===== src/rtl/click_pkg.sv =====
// Shared definitions for the click gesture block: event codes, FSM states
// and the helper that converts a window length in ms into clock cycles.
package click_pkg;

    // Gesture event codes presented on ev_code
    typedef enum logic [1:0] {
        EV_NONE   = 2'b00,
        EV_SINGLE = 2'b01,
        EV_DOUBLE = 2'b10,
        EV_LONG   = 2'b11
    } ev_code_t;

    // Gesture FSM: idle, or waiting for a possible second short press
    typedef enum logic [0:0] {
        ST_IDLE  = 1'b0,
        ST_WAIT2 = 1'b1
    } click_state_t;

    // Number of clk cycles in a window of window_ms milliseconds
    function automatic int calc_cnt_th(input int clk_hz, input int window_ms);
        return window_ms * (clk_hz / 1000);
    endfunction

endpackage


===== src/rtl/click_window_timer.sv =====
// Double-click window timer. start clears the count and arms the timer,
// abort disarms it. expire is high for exactly the one cycle in which the
// armed count sits at CNT_TH-1; the timer then disarms itself, so the
// count never wraps.
module click_window_timer
    import click_pkg::*;
#(
    parameter int CNT_TH = 10
) (
    input  logic clk,
    input  logic rst,
    input  logic start,
    input  logic abort,
    output logic expire,
    output logic active
);

    localparam int CW = $clog2(CNT_TH + 1);
    localparam logic [CW-1:0] LAST_CNT = CW'(CNT_TH - 1);

    logic [CW-1:0] cnt_r;
    logic          active_r;
    logic          expire_s;

    // Terminal-count decode of the registered count
    always_comb begin
        expire_s = 1'b0;
        if (active_r && (cnt_r == LAST_CNT)) begin
            expire_s = 1'b1;
        end else begin
            expire_s = 1'b0;
        end
    end

    // Window counter: arm on start, disarm on abort or terminal count
    always_ff @(posedge clk or posedge rst) begin
        if (rst) begin
            cnt_r    <= {CW{1'b0}};
            active_r <= 1'b0;
        end else if (start) begin
            cnt_r    <= {CW{1'b0}};
            active_r <= 1'b1;
        end else if (abort || expire_s) begin
            cnt_r    <= {CW{1'b0}};
            active_r <= 1'b0;
        end else if (active_r) begin
            cnt_r    <= cnt_r + CW'(1);
            active_r <= 1'b1;
        end else begin
            cnt_r    <= cnt_r;
            active_r <= active_r;
        end
    end

    assign expire = expire_s;
    assign active = active_r;

endmodule


===== src/rtl/click_gesture.sv =====
// Click gesture classifier. Turns short/long press pulses into SINGLE,
// DOUBLE and LONG events on a valid/ready interface with a one-entry
// output register and a sticky overflow flag for dropped events.
module click_gesture
    import click_pkg::*;
#(
    parameter int IN_C_HZ       = 50_000_000,
    parameter int DBL_WINDOW_MS = 300
) (
    input  logic       clk,
    input  logic       rst,
    input  logic       fast_click,
    input  logic       long_click,
    output logic       ev_valid,
    input  logic       ev_ready,
    output logic [1:0] ev_code,
    output logic       overflow,
    input  logic       clr_ovf
);

    localparam int CNT_TH = calc_cnt_th(IN_C_HZ, DBL_WINDOW_MS);

    click_state_t state_r;
    ev_code_t     ev_code_r;
    logic         ev_valid_r;
    logic         overflow_r;

    logic         emit_s;
    ev_code_t     emit_code_s;
    logic         start_s;
    logic         abort_s;
    logic         expire_s;
    logic         timer_active_s;
    logic         load_s;
    logic         drop_s;
    logic         accept_s;

    click_window_timer #(
        .CNT_TH (CNT_TH)
    ) u_timer (
        .clk    (clk),
        .rst    (rst),
        .start  (start_s),
        .abort  (abort_s),
        .expire (expire_s),
        .active (timer_active_s)
    );

    // Event decode and timer control; long press outranks short press,
    // which outranks the window timeout
    always_comb begin
        emit_s      = 1'b0;
        emit_code_s = EV_NONE;
        start_s     = 1'b0;
        abort_s     = 1'b0;
        case (state_r)
            ST_IDLE: begin
                if (long_click) begin
                    emit_s      = 1'b1;
                    emit_code_s = EV_LONG;
                end else if (fast_click) begin
                    start_s     = 1'b1;
                end else begin
                    emit_s      = 1'b0;
                end
            end
            ST_WAIT2: begin
                if (long_click) begin
                    emit_s      = 1'b1;
                    emit_code_s = EV_LONG;
                    abort_s     = 1'b1;
                end else if (fast_click) begin
                    emit_s      = 1'b1;
                    emit_code_s = EV_DOUBLE;
                    abort_s     = 1'b1;
                end else if (expire_s && timer_active_s) begin
                    emit_s      = 1'b1;
                    emit_code_s = EV_SINGLE;
                    abort_s     = 1'b1;
                end else begin
                    emit_s      = 1'b0;
                end
            end
            default: begin
                abort_s = 1'b1;
            end
        endcase
    end

    // Output register handshake: load when the slot is free or being
    // drained this cycle, otherwise the new event is dropped
    always_comb begin
        accept_s = ev_valid_r & ev_ready;
        load_s   = emit_s & (~ev_valid_r | ev_ready);
        drop_s   = emit_s & ev_valid_r & ~ev_ready;
    end

    // Gesture FSM state
    always_ff @(posedge clk or posedge rst) begin
        if (rst) begin
            state_r <= ST_IDLE;
        end else begin
            case (state_r)
                ST_IDLE: begin
                    if (!long_click && fast_click) begin
                        state_r <= ST_WAIT2;
                    end else begin
                        state_r <= ST_IDLE;
                    end
                end
                ST_WAIT2: begin
                    if (long_click || fast_click || expire_s) begin
                        state_r <= ST_IDLE;
                    end else begin
                        state_r <= ST_WAIT2;
                    end
                end
                default: begin
                    state_r <= ST_IDLE;
                end
            endcase
        end
    end

    // Event output register
    always_ff @(posedge clk or posedge rst) begin
        if (rst) begin
            ev_valid_r <= 1'b0;
            ev_code_r  <= EV_NONE;
        end else if (load_s) begin
            ev_valid_r <= 1'b1;
            ev_code_r  <= emit_code_s;
        end else if (accept_s) begin
            ev_valid_r <= 1'b0;
            ev_code_r  <= EV_NONE;
        end else begin
            ev_valid_r <= ev_valid_r;
            ev_code_r  <= ev_code_r;
        end
    end

    // Sticky overflow; a new drop wins over a clear in the same cycle
    always_ff @(posedge clk or posedge rst) begin
        if (rst) begin
            overflow_r <= 1'b0;
        end else if (drop_s) begin
            overflow_r <= 1'b1;
        end else if (clr_ovf) begin
            overflow_r <= 1'b0;
        end else begin
            overflow_r <= overflow_r;
        end
    end

    assign ev_valid = ev_valid_r;
    assign ev_code  = ev_code_r;
    assign overflow = overflow_r;

endmodule

===== config.mk =====
export PLATFORM = sky130hd
export DESIGN_NAME = click_gesture
export DESIGN_NICKNAME = d
export VERILOG_FILES = /design/src/rtl/click_pkg.sv /design/src/rtl/click_window_timer.sv /design/src/rtl/click_gesture.sv
export SDC_FILE = /design/constraint.sdc
export NUM_CORES = 1
export LEC_CHECK = 0
export CAP_MARGIN = 20
export CORE_UTILIZATION = 45
export DETAILED_ROUTE_END_ITERATION = 8
export PLACE_DENSITY = 0.66
export SLEW_MARGIN = 20
export SYNTH_ARGS = -nofsm -noshare
export SYNTH_HDL_FRONTEND = slang
export SYNTH_HIERARCHICAL = 1
export SYNTH_SLANG_ARGS = --single-unit
export TNS_END_PERCENT = 20

===== constraint.sdc =====
create_clock -name clk -period 3.9 [get_ports clk]
set_clock_uncertainty 0.15 [all_clocks]
set_input_delay 0.78 -clock clk [delete_from_list [all_inputs] [get_ports clk]]
set_output_delay 0.78 -clock clk [all_outputs]
set_load 0.02 [all_outputs]

# After elaboration in Yosys (flattened, before gate mapping)
# Cells that the tools add are included.
[word_totals]
reg_bits = 30
in_bits = 6
wordCells = 56
[op_classes]
add_sub_neg = 1
n_eq_ne = 1
mux = 30
n_bitwise = 8
n_reduce_logical = 10
[op_table]
columns = ["operator", "count"]
rows = [
  ["$mux 24", 3],
  ["$add 24x1->24 const B", 1],
  ["$eq 24x24->1 const B", 1],
  ["$mux 1", 19],
  ["$mux 2", 5],
  ["$and 1x1->1", 4],
  ["$pmux 1 s2", 2],
  ["$pmux 2 s2", 1],
  ["$reduce_bool 2->1", 2],
  ["$logic_and 1x1->1", 3],
  ["$logic_or 1x1->1", 3],
  ["$not 1->1", 3],
  ["$reduce_bool 3->1", 1],
  ["$logic_not 1->1", 1],
  ["$or 1x1->1", 1],
]

# Longest topological paths before layout
[logic_depth]
depth_word = 11
depth_mapped = 11

# Cells and area by module
# Netlist, hierarchy kept.
[by_module_without_submodules]
columns = ["module", "n_inst", "cells_each", "area_per_inst_um2", "seq_area_each_um2"]
rows = [
  ["click_window_timer", 1, 141, 1318.8, 625.6],
  ["click_gesture", 1, 34, 287.8, 125.1],
]

# Least setup slack after synthesis
# Ideal clock, no wire load.
[synth_timing]
path_kind = "register to register"
startpoint = "register u_timer.cnt_r[0]"
endpoint = "register u_timer.cnt_r[11]"
setup_ns = 0.132
arrival_time_ns = 2.179
slack_ns = 1.439
path_stages_with_launch = 12
path_buffers = 1
cell_sequence = "dfrtp_1 ha_1 and3_1 nand4_1 nor3_1 a21o_1 nor2_1 nor2_1 nor2_1 o31ai_1 clkbuf_1 nor2_1"
[synth_via]
elab_chain_cells = 11
[synth_lines]
columns = ["item", "line", "rtl"]
rows = [
  ["start: declaration", "click_window_timer.sv:21", "logic [CW-1:0] cnt_r;"],
  ["start signal: assignment", "click_window_timer.sv:38", "cnt_r <= {CW{1'b0}};"],
  ["start signal: assignment", "click_window_timer.sv:41", "cnt_r <= {CW{1'b0}};"],
  ["start signal: assignment", "click_window_timer.sv:44", "cnt_r <= {CW{1'b0}};"],
  ["$eq 24x24->1 *", "click_window_timer.sv:28", "if (active_r && (cnt_r == LAST_CNT)) begin"],
  ["$logic_and 1x1->1 *", "click_window_timer.sv:28", ""],
  ["$mux 1 *", "click_window_timer.sv:28", ""],
  ["net expire_s", "click_gesture.sv:32", "logic expire_s;"],
  ["$logic_and 1x1->1 *", "click_gesture.sv:76", "end else if (expire_s && timer_active_s) begin"],
  ["$mux 1 *", "click_gesture.sv:76", ""],
  ["$mux 1 *", "click_gesture.sv:72", "end else if (fast_click) begin"],
  ["$mux 1 *", "click_gesture.sv:68", "if (long_click) begin"],
  ["$mux 1 *", "click_gesture.sv:56", "case (state_r)"],
  ["net abort_s", "click_gesture.sv:31", "logic abort_s;"],
  ["$logic_or 1x1->1 *", "click_window_timer.sv:43", "end else if (abort || expire_s) begin"],
  ["$mux 24", "click_window_timer.sv:43", ""],
  ["$mux 24", "click_window_timer.sv:40", "end else if (start) begin"],
]
# Mark *: on every way through the listed nets, which the timed path passes. The rest lies on a longest branch. The select of a mux whose other input is x is not followed.
# A chain may end at the register's enable or synchronous reset.

# Worst setup path in the final report
[layout_timing]
startpoint = "register u_timer.active_r (netlist: u_timer/active)"
endpoint = "register u_timer.cnt_r[8]"
[layout_via]
elab_chain_cells = 10
[layout_lines]
columns = ["item", "line", "rtl"]
rows = [
  ["start: declaration", "click_window_timer.sv:22", "logic active_r;"],
  ["start signal: assignment", "click_window_timer.sv:51", "active_r <= active_r;"],
  ["$logic_and 1x1->1 *", "click_window_timer.sv:28", ""],
  ["$mux 1 *", "click_window_timer.sv:28", ""],
  ["net expire_s", "click_gesture.sv:32", ""],
  ["$logic_and 1x1->1 *", "click_gesture.sv:76", ""],
  ["$mux 1 *", "click_gesture.sv:76", ""],
  ["$mux 1 *", "click_gesture.sv:72", ""],
  ["$mux 1 *", "click_gesture.sv:68", ""],
  ["$mux 1 *", "click_gesture.sv:56", ""],
  ["net abort_s", "click_gesture.sv:31", ""],
  ["$logic_or 1x1->1 *", "click_window_timer.sv:43", ""],
  ["$mux 24", "click_window_timer.sv:43", ""],
  ["$mux 24", "click_window_timer.sv:40", ""],
  ["end signal: assignment", "click_window_timer.sv:41", ""],
  ["end signal: assignment", "click_window_timer.sv:44", ""],
  ["end signal: assignment", "click_window_timer.sv:47", "cnt_r <= cnt_r + CW'(1);"],
]
# Mark *: on every way through the listed nets, which the timed path passes. The rest lies on a longest branch.

==> impl_metrics.json <==
{
  "status": "finished, final reports clean",
  "yosysUniqueCellTypes": 38,
  "antenna_cells": 0,
  "grt_pass1_vias": 1125,
  "worst_slack_ns": 1.19,
  "cts-root-buf": "clkbuf_4",
  "dr.pass1.iters": 5,
  "reg2regPathDepth": 10,
  "cts_tree": "done",
  "crit_family": "simple AND/OR/NAND/NOR gates",
  "min_path_cells": 2,
  "syn_nets": 182,
  "synth_top_area_share_pct": 46.7,
  "die_y_um": 61.8,
  "drive_above_1_share_pct": 10.3,
  "async_reset_ff_share_pct": 100,
  "synth_edf_count": 0,
  "vias_per_cell": 5.61,
  "die-area_sq_mm": 0.00381,
  "grt_pass1_wl_um": 5050,
  "clkLatencyLatePin_ns": 0.34,
  "grt_max_degree": 26,
  "p_per_area_mw_per_mm2": 358,
  "die_w_um": 61.8,
  "crit_buf_inv": 1,
  "maxCapViolCount": 0,
  "cp_max_fo": 23,
  "finalCritPeriodShare_pct": 69.6,
  "ant_nets": 0,
  "ctsResizeCount": 0,
  "min_from": "overflow$_DFFE_PP0P_",
  "nets": 191,
  "power_leakage_uw": 0.000713,
  "r2r_start": "u_timer/active$_DFF_PP0_",
  "worst_ep_arrival_time_ns": 2.79,
  "final_max_slew_viol_count": 0,
  "syn_inst": 175,
  "worstPathCellList": "and3_1, nand4_1, nor3_1, a21o_1, nor2_1, nor2_1, nor2_1, o31ai_2, buf_4, nor2_1",
  "placedCellCount": 222,
  "crit_type": "flip-flop to flip-flop",
  "grt-ovfl-total": 0,
  "cp_common_cell": "nor2_1",
  "critPathRequiredTime_ns": 3.98,
  "max_stage_delay_ns": 0.59,
  "min_path_type": "flip-flop to flip-flop",
  "drc_errors": 0,
  "cts_max_level": 2,
  "ys.flop_type": "dfrtp_1",
  "area_delta_synth_final_pct": 11.6,
  "ys.warnings.count": 6,
  "synth.area.top_cells": "dfrtp_1, xnor2_1, nor2_1, a21oi_1, nand2_1",
  "cp-end-kind": "flip-flop",
  "tightest_slew_ns": 0.528,
  "clock.fmax_mhz": 368,
  "finalSetupViolCount": 0,
  "placeableCoreArea_sq_mm": 0.00339,
  "place.gp.congestion": 0.754,
  "port_buffers": 9,
  "yosysSeqAreaShare_pct": 46.7,
  "cts.sinks": 30,
  "rows": 21,
  "synth_area_per_cell_sq_um": 9.18,
  "clock_path_buffers": 2,
  "ir_worst_vdd_v": 0.000199,
  "holdPathEnd": "overflow$_DFFE_PP0P_",
  "r2r-end": "u_timer/cnt_r[8]$_DFFE_PP0P_",
  "start_util_pct": 47.4,
  "drt-total-wl_um": 3190,
  "yosysMostFrequentCell": "dfrtp_1",
  "synth_common_cells": "dfrtp_1, nor2_1, nand2_1, a21oi_1, xnor2_1",
  "ff2ff_setup_slack_ns": 1.19,
  "relSlewSlack_pct": 64.5,
  "routedWlPerCell_um": 13.8,
  "cp_slowest_cell": "dfrtp_1",
  "grt_setup_unrepaired": "no",
  "ys_ff_latch": 30,
  "synth_top_area_cell": "dfrtp_1",
  "instances_no_fill": 231,
  "post_cts_buffers": 0,
  "fin_crit_ns": 2.71,
  "cts.clk_slew.worst_paths_ns": 0.10,
  "pre_cts_ws_ns": 1.19,
  "via_count": 1296,
  "fin_setup_tns_ns": 0,
  "hold_viol": 0,
  "cts_made_buffers": 5,
  "drtIter0Drc": 41,
  "hpwl_um": 2210,
  "startpoint_type": "flip-flop",
  "io_pins": 10,
  "antenna_found_initial": 0,
  "hold_buffers": 0,
  "grt_usage_pct": 18.9,
  "synth_area_sq_mm": 0.00161
}
## cell type report
cell class	instances	area (sq um)
multi-input combinational	129	786
timing repair buffer	11	113
clock inverter	1	5.00
inverter	7	26.3
fill	324	1600
sequential	30	751
tap	46	57.6
clock buffer	7	55.1
## cell families after synthesis
kind of cell | count (synthesis) | share of synthesized area [%]
flops | 30 | 46.7
compound gates | 31 | 11.8
buf+inv | 16 | 4.67
xor+xnor | 15 | 8.18
simple gates | 81 | 27.3
mux | 1 | 0.623
fa+ha+maj | 1 | 0.779
## state kept, by name (all words and copies together), names as in the netlist
register        cells
ev_code             2
u_timer/active      1
overflow            1
state_r             1
ev_valid            1
u_timer/cnt_r      24
## placed cells by master (no fill, tap or decap), types with 4 or more instances in the layout
cell / synthesis / layout
or3_1: 5 / 5
dfrtp_1: 30 / 30
xor2_1: 4 / 4
a21oi_1: 12 / 12
nand3_1: 5 / 5
nor3_1: 4 / 4
xnor2_1: 11 / 11
inv_1: 6 / 6
nand4_1: 8 / 8
nor4_1: 5 / 5
or4_1: 4 / 4
clkbuf_4: 0 / 5
o21ai_0: 7 / 7
nor2_1: 23 / 23
nand2_1: 14 / 14
clkdlybuf4s50_1: 0 / 9
## power breakdown
| group | switching (uW) | internal, uW |
|---|---|---|
| clock network | 107 | 87.2 |
| logic | 47.9 | 41.3 |
| registers | 28.1 | 331 |
| total | 183 | 459 |
## layer usage
| metal | global-route usage [%] | up-vias | routed length, um |
|---|---|---|---|
| li1 | - | 643 | - |
| met1 | 24.3 | 614 | 1460 |
| met2 | 29.2 | 32 | 1530 |
| met3 | 4.35 | 7 | 128 |
| met4 | 11.4 | 0 | 78 |
| met5 | 0 | - | 0 |
## how the worst max path moves through the flow
stage,from,end,slack (ns),depth (start not counted)
2_1_floorplan,u_timer/cnt_r[0]$_DFFE_PP0P_,u_timer/cnt_r[11]$_DFFE_PP0P_,1.44,11
3_5_place_dp,u_timer/active$_DFF_PP0_,u_timer/cnt_r[0]$_DFFE_PP0P_,1.19,10
5_1_grt,u_timer/cnt_r[11]$_DFFE_PP0P_,u_timer/cnt_r[7]$_DFFE_PP0P_,0.97,10
4_1_cts,u_timer/active$_DFF_PP0_,u_timer/cnt_r[0]$_DFFE_PP0P_,1.19,10
3_3_place_gp,u_timer/cnt_r[0]$_DFFE_PP0P_,u_timer/cnt_r[0]$_DFFE_PP0P_,1.34,11
6_report,u_timer/active$_DFF_PP0_,u_timer/cnt_r[8]$_DFFE_PP0P_,1.19,10
## through the flow
step	area, sq um	utilization, %	hold slack (ns)	total power, uW
detailed placement	1720	50.7	0.391	453
floorplan	1610	-	0.363	421
global route	1790	52.9	0.429	679
finish	1790	52.9	0.397	642
global placement	1720	50.7	0.370	448
CTS	1780	52.5	0.407	651
## worst min-delay path, cell delays in order, from the launching register on
cell and delay [ns]:
dfrtp_1 0.39, inv_1 0.05, o22ai_1 0.07
Note: power is estimated with default switching activity, not from simulation.
